[config.mk]
export PLATFORM = sky130hd
export DESIGN_NAME = uart_tx_fifo
export DESIGN_NICKNAME = d
export VERILOG_FILES = /design/src/rtl/uart_pkg.sv /design/src/rtl/sync_fifo.sv /design/src/rtl/uart_tx_fifo.sv
export SDC_FILE = /design/constraint.sdc
export NUM_CORES = 1
export LEC_CHECK = 0
export BUFFER_PORTS_ARGS = -buffer_cell sky130_fd_sc_hd__buf_2
export CAP_MARGIN = 0
export CORE_ASPECT_RATIO = 0.8
export CORE_UTILIZATION = 56
export CTS_CLUSTER_DIAMETER = 120
export DETAILED_ROUTE_END_ITERATION = 10
export PLACE_DENSITY = 0.76
export RECOVER_POWER = 100
export SKIP_CTS_REPAIR_TIMING = 1
export SLEW_MARGIN = 10
export SYNTH_ARGS = -nofsm -noshare
export SYNTH_HDL_FRONTEND = slang
export SYNTH_SLANG_ARGS = --single-unit
[constraint.sdc]
create_clock -name clk_50M -period 3 [get_ports clk_50M]
set_input_delay 0.6 -clock clk_50M [delete_from_list [all_inputs] [get_ports clk_50M]]
set_output_delay 0.6 -clock clk_50M [all_outputs]
set_load 0.02 [all_outputs]
[src/rtl/uart_pkg.sv]
// Shared types and constants for the transmit-side UART: FSM state encoding,
// bit-period divisor helper and the bus-visible register offsets.
package uart_pkg;

  typedef enum logic [2:0] {
    IDLE,
    START,
    DATA,
    PARITY,
    STOP
  } tx_state_t;

  localparam int unsigned REG_DATA_OFS = 0;
  localparam int unsigned REG_LSR_OFS  = 5;
  localparam int unsigned LSR_THRE_BIT = 5;

  // Round-to-nearest clock cycles per line bit.
  function automatic int unsigned baud_div(input int unsigned clk, input int unsigned baud);
    return (clk + baud / 2) / baud;
  endfunction

endpackage

[src/rtl/sync_fifo.sv]
// Single-clock FIFO with registered read data and wrap-bit pointers, so the
// occupancy count spans 0..DEPTH. DEPTH must be a power of two, at least 2.
module sync_fifo #(
  parameter int unsigned WIDTH = 8,
  parameter int unsigned DEPTH = 16
) (
  input  logic                     clk,
  input  logic                     reset_n,
  input  logic                     wr_en,
  input  logic [WIDTH-1:0]         wr_data,
  input  logic                     rd_en,
  output logic [WIDTH-1:0]         rd_data,
  output logic                     full,
  output logic                     empty,
  output logic [$clog2(DEPTH):0]   count
);

  localparam int unsigned AW = $clog2(DEPTH);

  logic [WIDTH-1:0] mem_q [DEPTH];
  logic [AW:0]      wr_ptr_q, wr_ptr_d;
  logic [AW:0]      rd_ptr_q, rd_ptr_d;
  logic [WIDTH-1:0] rd_data_q, rd_data_d;
  logic             do_wr, do_rd;

  always_comb begin
    empty     = (wr_ptr_q == rd_ptr_q);
    full      = (wr_ptr_q[AW] != rd_ptr_q[AW]) && (wr_ptr_q[AW-1:0] == rd_ptr_q[AW-1:0]);
    count     = wr_ptr_q - rd_ptr_q;
    // A pop cannot make room for a same-cycle push: full blocks the write outright.
    do_wr     = wr_en && !full;
    do_rd     = rd_en && !empty;
    wr_ptr_d  = do_wr ? wr_ptr_q + (AW + 1)'(1) : wr_ptr_q;
    rd_ptr_d  = do_rd ? rd_ptr_q + (AW + 1)'(1) : rd_ptr_q;
    rd_data_d = do_rd ? mem_q[rd_ptr_q[AW-1:0]] : rd_data_q;
  end

  always_ff @(posedge clk) begin
    if (!reset_n) begin
      wr_ptr_q  <= '0;
      rd_ptr_q  <= '0;
      rd_data_q <= '0;
    end else begin
      wr_ptr_q  <= wr_ptr_d;
      rd_ptr_q  <= rd_ptr_d;
      rd_data_q <= rd_data_d;
    end
  end

  always_ff @(posedge clk) begin
    if (do_wr) begin
      mem_q[wr_ptr_q[AW-1:0]] <= wr_data;
    end
  end

  assign rd_data = rd_data_q;

endmodule

[src/rtl/uart_tx_fifo.sv]
// FIFO-buffered UART transmitter, 8N1 by default; defining UART_TX_PARITY_EN
// inserts an even-parity bit (8E1).
module uart_tx_fifo
  import uart_pkg::*;
#(
  parameter int unsigned CLK_FREQ   = 50000000,
  parameter int unsigned BAUD       = 115200,
  parameter int unsigned FIFO_DEPTH = 16
) (
  input  logic                          clk_50M,
  input  logic                          reset_n,
  input  logic [7:0]                    tx_data,
  input  logic                          tx_valid,
  output logic                          tx_ready,
  output logic                          txd,
  output logic                          tx_busy,
  output logic [$clog2(FIFO_DEPTH):0]   fifo_count,
  output logic                          tx_done
);

  localparam int unsigned   DIV      = baud_div(CLK_FREQ, BAUD);
  localparam int unsigned   CW       = (DIV > 1) ? $clog2(DIV) : 1;
  localparam logic [CW-1:0] CNT_LOAD = CW'(DIV - 1);

  tx_state_t     state_q, state_d;
  logic [CW-1:0] cnt_q, cnt_d;
  logic [2:0]    bit_idx_q, bit_idx_d;
  logic [7:0]    shift_q, shift_d;
  logic          txd_q, txd_d;
  logic          tx_done_q, tx_done_d;
  logic          line_busy_q, line_busy_d;
`ifdef UART_TX_PARITY_EN
  logic          parity_q, parity_d;
`endif

  logic          fifo_rd_en;
  logic [7:0]    fifo_rd_data;
  logic          fifo_full, fifo_empty;

  sync_fifo #(
    .WIDTH (8),
    .DEPTH (FIFO_DEPTH)
  ) u_fifo (
    .clk     (clk_50M),
    .reset_n (reset_n),
    .wr_en   (tx_valid),
    .wr_data (tx_data),
    .rd_en   (fifo_rd_en),
    .rd_data (fifo_rd_data),
    .full    (fifo_full),
    .empty   (fifo_empty),
    .count   (fifo_count)
  );

  always_comb begin
    state_d    = state_q;
    cnt_d      = cnt_q;
    bit_idx_d  = bit_idx_q;
    shift_d    = shift_q;
    fifo_rd_en = 1'b0;
`ifdef UART_TX_PARITY_EN
    parity_d   = parity_q;
`endif
    case (state_q)
      IDLE: begin
        if (!fifo_empty) begin
          fifo_rd_en = 1'b1;
          cnt_d      = CNT_LOAD;
          state_d    = START;
        end
      end
      START: begin
        // The popped byte lands in the FIFO's read register one cycle after the
        // pop, so it is latched at the end of the start bit rather than on entry.
        if (cnt_q == '0) begin
          cnt_d     = CNT_LOAD;
          bit_idx_d = '0;
          shift_d   = fifo_rd_data;
`ifdef UART_TX_PARITY_EN
          parity_d  = ^fifo_rd_data;
`endif
          state_d   = DATA;
        end else begin
          cnt_d = cnt_q - CW'(1);
        end
      end
      DATA: begin
        if (cnt_q == '0) begin
          cnt_d   = CNT_LOAD;
          shift_d = {1'b0, shift_q[7:1]};
          if (bit_idx_q == 3'd7) begin
`ifdef UART_TX_PARITY_EN
            state_d = PARITY;
`else
            state_d = STOP;
`endif
          end else begin
            bit_idx_d = bit_idx_q + 3'd1;
          end
        end else begin
          cnt_d = cnt_q - CW'(1);
        end
      end
`ifdef UART_TX_PARITY_EN
      PARITY: begin
        if (cnt_q == '0) begin
          cnt_d   = CNT_LOAD;
          state_d = STOP;
        end else begin
          cnt_d = cnt_q - CW'(1);
        end
      end
`endif
      STOP: begin
        if (cnt_q == '0) begin
          if (!fifo_empty) begin
            fifo_rd_en = 1'b1;
            cnt_d      = CNT_LOAD;
            state_d    = START;
          end else begin
            state_d = IDLE;
          end
        end else begin
          cnt_d = cnt_q - CW'(1);
        end
      end
      default: state_d = IDLE;
    endcase
  end

  // Line outputs are registered from the current state, so txd, tx_done and the
  // line-busy flag trail the FSM by exactly one cycle; bit widths are unaffected.
  always_comb begin
    case (state_q)
      START:   txd_d = 1'b0;
      DATA:    txd_d = shift_q[0];
`ifdef UART_TX_PARITY_EN
      PARITY:  txd_d = parity_q;
`endif
      default: txd_d = 1'b1;
    endcase
    tx_done_d   = (state_q == STOP) && (cnt_q == '0);
    line_busy_d = (state_q != IDLE);
  end

  always_ff @(posedge clk_50M) begin
    if (!reset_n) begin
      state_q     <= IDLE;
      cnt_q       <= '0;
      bit_idx_q   <= '0;
      shift_q     <= '0;
      txd_q       <= 1'b1;
      tx_done_q   <= 1'b0;
      line_busy_q <= 1'b0;
`ifdef UART_TX_PARITY_EN
      parity_q    <= 1'b0;
`endif
    end else begin
      state_q     <= state_d;
      cnt_q       <= cnt_d;
      bit_idx_q   <= bit_idx_d;
      shift_q     <= shift_d;
      txd_q       <= txd_d;
      tx_done_q   <= tx_done_d;
      line_busy_q <= line_busy_d;
`ifdef UART_TX_PARITY_EN
      parity_q    <= parity_d;
`endif
    end
  end

  assign txd      = txd_q;
  assign tx_done  = tx_done_q;
  assign tx_ready = !fifo_full;
  assign tx_busy  = line_busy_q || !fifo_empty;

endmodule
==> results.json, run 1 <==
{
  "crit_fanout": 5,
  "drt-initial-drc-count": 433,
  "drive_gt1_share_pct": 14.23,
  "ant_nets": 0,
  "synth_top_area_cell": "edfxtp_1",
  "place.gp.congestion": 0.7733,
  "vdd_ir_drop_max_mv": 0.5348,
  "async_flop_share_pct": 0,
  "netlist_area_um2": 7108,
  "synth_edf_count": 128,
  "power_density_nw_per_um2": 829.4,
  "report.power.total_mw": 6.610,
  "fin_nets": 539,
  "gr-total-overflow": 0,
  "setup_viol": 0,
  "clk_pin_slew_worst_paths_ps": 60,
  "cp.required_ps": 2400,
  "clock-root-buffer": "clkbuf_16",
  "area_delta_synth_final_pct": 12.13,
  "remaining_drc_errors": 0,
  "syn_inst": 480,
  "tightest_slew_ps": 1143,
  "synthTopCellsByArea": "edfxtp_1, dfxtp_1, mux4_2",
  "skew_ps": 7.328,
  "detail_route.wl_per_cell_um": 19.70,
  "grt_first_pass_wirelength_um": 21620,
  "worstPathArrival_ps": 2180,
  "status": "complete, no violations",
  "synth_cell_types": 55,
  "place_hpwl_um": 8912,
  "cp_slowest_cell": "fa_1",
  "antenna_found_initial": 0,
  "mappedNetlistNets": 505,
  "hold_viol_final": 0,
  "start_util_pct": 57.80,
  "maxSlewViolCount": 0,
  "synthFlopType": "edfxtp_1",
  "grt_use_total_pct": 23.02,
  "period_needed_ps": 2780,
  "core.rowCount": 36,
  "max_freq_mhz": 359.7,
  "slowest_delay_ps": 400,
  "cts_tree": "built",
  "dieHeight_um": 102.8,
  "rsz0062_at_grt": "false",
  "p_leak_nw": 2.607,
  "hold_class": "flop to flop",
  "fin_crit_sh_pct": 92.68,
  "synth_seq_cells": 172,
  "cts.sinks": 172,
  "path_common_cell": "inv_1",
  "path_cells": "inv_1 > ha_1 > inv_1 > fa_1 > a21o_1 > a21oi_1 > xor2_1 > clkbuf_2",
  "vias": 4181,
  "numCtsBuffers": 17,
  "cts_buffer_depth": 2,
  "yosysWarnings": 0,
  "cp-end-kind": "output pin",
  "syn_area_per_cell_um2": 14.81,
  "max_cap_viol_count": 0,
  "ys_seq_area_share_pct": 66.47,
  "synth_top_area_share_pct": 54.07,
  "slew-limit-headroom_pct": 23.28,
  "finalSetupTns_ps": 0,
  "grt_pass1_vias": 3867,
  "die_area_um2": 13150,
  "start_kind": "flop",
  "criticalPathCategory": "flop to output pin",
  "grt_max_degree": 37,
  "coreArea_um2": 12300,
  "via_per_inst": 5.990,
  "drt-pass1-iter-count": 8,
  "boundaryPins": 20,
  "clkLatencyLatePin_ps": 430,
  "port-buffer-count": 19,
  "die_x_um": 128.0,
  "htree_levels": 4,
  "wl_um": 13750,
  "antenna_cells": 0
}
==> cell type report <==
type | count | area, um2
flip-flops and latches | 172 | 4726
fillers | 862 | 4327
multi-input cells | 269 | 2210
clock buffers | 17 | 425.4
well taps | 171 | 214.0
clock inverters | 15 | 175.2
repair buffers | 40 | 167.7
inverters | 14 | 52.55
==> power breakdown <==
| group | internal (mW) | switching (mW) | total (mW) |
|---|---|---|---|
| clock network | 1.25 | 0.965 | 2.22 |
| registers | 2.73 | 0.134 | 2.87 |
| logic | 0.618 | 0.907 | 1.53 |
==> layout by cell type, fill, tap and decap left out, types with 3 or more instances in the layout <==
cell | netlist | final
edfxtp_1 | 128 | 128
nor2_1 | 49 | 49
dfxtp_1 | 44 | 43
clkbuf_1 | 13 | 34
nand2_1 | 31 | 31
mux4_2 | 31 | 31
a21oi_1 | 19 | 19
clkbuf_16 | 0 | 17
a22o_1 | 15 | 15
inv_1 | 14 | 14
ha_1 | 13 | 13
o21ai_0 | 10 | 10
a311oi_1 | 7 | 8
o22ai_1 | 7 | 7
xor2_1 | 6 | 6
nand2b_1 | 6 | 6
nor3_1 | 6 | 6
inv_6 | 0 | 6
nand4_1 | 4 | 5
mux2i_1 | 5 | 5
nand3_1 | 5 | 5
xnor2_1 | 4 | 4
or3_1 | 4 | 4
o21ai_1 | 4 | 4
a211oi_1 | 4 | 4
buf_4 | 1 | 4
o211a_1 | 3 | 3
==> synth_stat cells (3+ instances only) <==
| library cell | number |
|---|---|
| mux2i_1 | 5 |
| o21ai_1 | 4 |
| xor2_1 | 6 |
| edfxtp_1 | 128 |
| o22ai_1 | 7 |
| xnor2_1 | 4 |
| nand4_1 | 4 |
| nand2_1 | 31 |
| buf_1 | 4 |
| mux4_2 | 31 |
| ha_1 | 13 |
| inv_1 | 14 |
| nor2_1 | 49 |
| nand3_1 | 5 |
| a21oi_1 | 19 |
| clkbuf_1 | 13 |
| a311oi_1 | 7 |
| a211oi_1 | 4 |
| nand2b_1 | 6 |
| a22o_1 | 15 |
| nor3_1 | 6 |
| buf_2 | 7 |
| dfxtp_1 | 44 |
| or3_1 | 4 |
| o21ai_0 | 10 |
| o211a_1 | 3 |
==> registers in the layout, indices dropped and copies added (netlist names), 3 cells and up <==
register / count
bit_idx_q: 3
cnt_q: 9
shift_q: 8
state_q: 3
u_fifo.mem_q: 128
u_fifo.rd_data: 8
u_fifo.rd_ptr_q: 5
u_fifo.wr_ptr_q: 5
==> metal layers <==
metal | GRT usage [%] | part of all wire (%) | vias to the layer above
met5 | 0 | 0 | -
met4 | 10.32 | 2.0 | 0
met3 | 5.501 | 6.1 | 24
met2 | 34.70 | 46 | 135
met1 | 32.35 | 45 | 2108
li1 | - | - | 1914
==> logic make-up (layout without fill, tap and decap cells) <==
family	count (synthesis)	in the layout	share of synthesized area, %
adders and majority gates	14	14	2.570
and+or+nand+nor	123	123	8.291
DFF	172	172	66.47
AOI/OAI and AO/OA	84	84	8.361
buffers and inverters	39	86	2.235
muxes	38	38	10.84
xor gates and xnor gates	10	10	1.232
==> worst max-delay path: cells and delay by family, from the launching register on <==
family | cells | cell delay, ps
AO/OA/AOI/OAI | 2 | 340
XOR/XNOR | 1 | 160
adder cells (fa/ha/maj) | 2 | 540
buffers and inverters | 3 | 350
flip-flops | 1 | 360
==> path summary, 6_finish.rpt <==
kind | start | end | slack [ps] | depth (start not counted)
hold reg to reg | bit_idx_q[1] | bit_idx_q[1] | 460 | 2
setup / recovery | u_fifo.wr_ptr_q[0] | fifo_count[4] | 220 | 8
hold / removal | bit_idx_q[1] | bit_idx_q[1] | 460 | 2
setup reg to reg | cnt_q[2] | cnt_q[4] | 240 | 5
==> through the flow <==
stage,instances,hold WS (ps),area (um2),utilization [%],setup WS [ps]
after floorplan,480,435.6,7113,-,0.1086
after global placement,666,444.4,7475,60.79,680.2
after detailed placement,666,460.2,7475,60.79,614.8
after CTS,698,469.3,8075,65.67,198.3
after global routing,698,483.3,7970,64.81,60.78
final,698,463.9,7970,64.81,219.7
Power figures use the tool's default switching activity.
==> run 2: changes to the inputs <==
--- a/config.mk
+++ b/config.mk
@@ -5,7 +5,7 @@
 export SDC_FILE = /design/constraint.sdc
 export NUM_CORES = 1
 export LEC_CHECK = 0
-export BUFFER_PORTS_ARGS = -buffer_cell sky130_fd_sc_hd__buf_2
+export BUFFER_PORTS_ARGS = -buffer_cell sky130_fd_sc_hd__buf_4
 export CAP_MARGIN = 0
 export CORE_ASPECT_RATIO = 0.8
 export CORE_UTILIZATION = 56
==> results.json, run 2 (same netlist as run 1, synthesis figures left out) <==
{
  "remaining_drc_errors": 0,
  "clk_pin_slew_worst_paths_ps": 70,
  "skew_ps": 15.04,
  "port-buffer-count": 19,
  "htree_levels": 4,
  "cts.sinks": 172,
  "final_cell_mix": "edfxtp_1, nor2_1, dfxtp_1",
  "intPower_mw": 4.506,
  "hold_class": "flop to flop",
  "clock_power_share_pct": 31.9,
  "coreArea_um2": 12300,
  "maxSlewViolCount": 0,
  "crit_fanout": 5,
  "vias": 4134,
  "switchingPower_mw": 1.939,
  "cp.required_ps": 2400,
  "clkLatencyLatePin_ps": 430,
  "criticalPathCategory": "flop to output pin",
  "power_density_nw_per_um2": 813.1,
  "antenna_found_initial": 0,
  "fin_nets": 539,
  "pre_cts_ws_ps": 584.1,
  "die_x_um": 128.0,
  "gr-total-overflow": 0,
  "ff_latch_area_um2": 4726,
  "ant_nets": 0,
  "finalWorstSetupSlack_ps": 184.1,
  "tightest_slew_ps": 1111,
  "sw_frac_of_total_pct": 30.09,
  "final_common_cell": "edfxtp_1",
  "worstPathArrival_ps": 2220,
  "area_delta_synth_final_pct": 11.51,
  "finalSetupTns_ps": 0,
  "via_per_inst": 5.923,
  "core.rowCount": 36,
  "grt_use_total_pct": 23.32,
  "dieHeight_um": 102.8,
  "boundaryPins": 20,
  "drive_gt1_share_pct": 13.85,
  "period_needed_ps": 2816,
  "wl_um": 13880,
  "clock-root-buffer": "clkbuf_16",
  "slew-limit-headroom_pct": 25.46,
  "grt_first_pass_wirelength_um": 22050,
  "cts_tree": "built",
  "status": "complete, no violations",
  "vdd_ir_drop_max_mv": 0.5014,
  "start_kind": "flop",
  "setup_viol": 0,
  "cp-end-kind": "output pin",
  "start_util_pct": 57.80,
  "drt-pass1-iter-count": 5,
  "detail_route.wl_per_cell_um": 19.89,
  "p_leak_nw": 2.580,
  "fin_crit_sh_pct": 93.86,
  "max_freq_mhz": 355.1,
  "place.gp.congestion": 0.7914,
  "die_area_um2": 13150,
  "place_hpwl_um": 9071,
  "cts_buffer_depth": 2,
  "max_cap_viol_count": 0,
  "grt_pass1_vias": 4055,
  "nFillCells": 860,
  "rsz0062_at_grt": "false",
  "multi_input_area_um2": 2210,
  "antenna_cells": 0,
  "seq_power_share_pct": 44.4,
  "utilization_pct": 64.46,
  "largest_register_ffs": 128,
  "drt-initial-drc-count": 569,
  "grt_max_degree": 37,
  "hold_viol_final": 0,
  "p_comb_share_pct": 23.6,
  "numCtsBuffers": 17
}
## run 2: cell count changes in the layout (fill, tap and decap cells not counted), sizes merged
cell,delta
inv,-4
buf,+2
clkbuf,+2
bufinv,-1
clkinvlp,+1
## run 2: layout make-up
type	instances	area share, %
repair buffers	40	2.194
clock inverters	11	1.389
well taps	171	2.699
inverters	14	0.6630
flip-flops and latches	172	59.62
multi-input cells	269	27.88
clock buffers	21	5.556
## run 2: worst paths after layout
kind                                         start       endpoint  cells after the start  slack [ps]
worst max register to register            cnt_q[2]       cnt_q[6]                      5         240
worst min-delay path                  bit_idx_q[2]   bit_idx_q[2]                      2         460
worst max-delay path            u_fifo.wr_ptr_q[0]  fifo_count[4]                      8         180
worst min register to register        bit_idx_q[2]   bit_idx_q[2]                      2         460
## run 2: critical path, cell delays in order, from the launching register on
cell,delay [ps]
dfxtp_1,360
inv_1,120
ha_1,150
inv_1,50
fa_1,390
a21o_1,170
a21oi_1,200
xor2_1,170
buf_2,180
## run 2: power groups by stage
stage	Sequential [mW]	Combinational, mW	Clock, mW
final	2.86	1.52	2.06
after global routing	2.89	1.68	2.16
after CTS	2.86	1.60	2.08
after detailed placement	2.91	1.59	0
after global placement	2.90	1.53	0
after floorplan	2.88	1.22	0
## run 2: metal layers
layer	vias up	global-route usage, %	routed length (um)
met5	-	0	0
met4	0	8.959	193
met3	15	5.812	839
met2	152	35.37	6399
met1	2052	33.01	6447
li1	1915	-	-
## run 2: through the flow
| stage | hold slack, ps | cells | total power, mW | area (um2) |
|---|---|---|---|---|
| after floorplan | 435.6 | 480 | 4.101 | 7113 |
| after global placement | 444.2 | 666 | 4.432 | 7522 |
| after detailed placement | 451.6 | 666 | 4.501 | 7522 |
| after CTS | 459.6 | 698 | 6.546 | 8073 |
| after global routing | 480.6 | 698 | 6.720 | 7926 |
| final | 455.8 | 698 | 6.445 | 7926 |
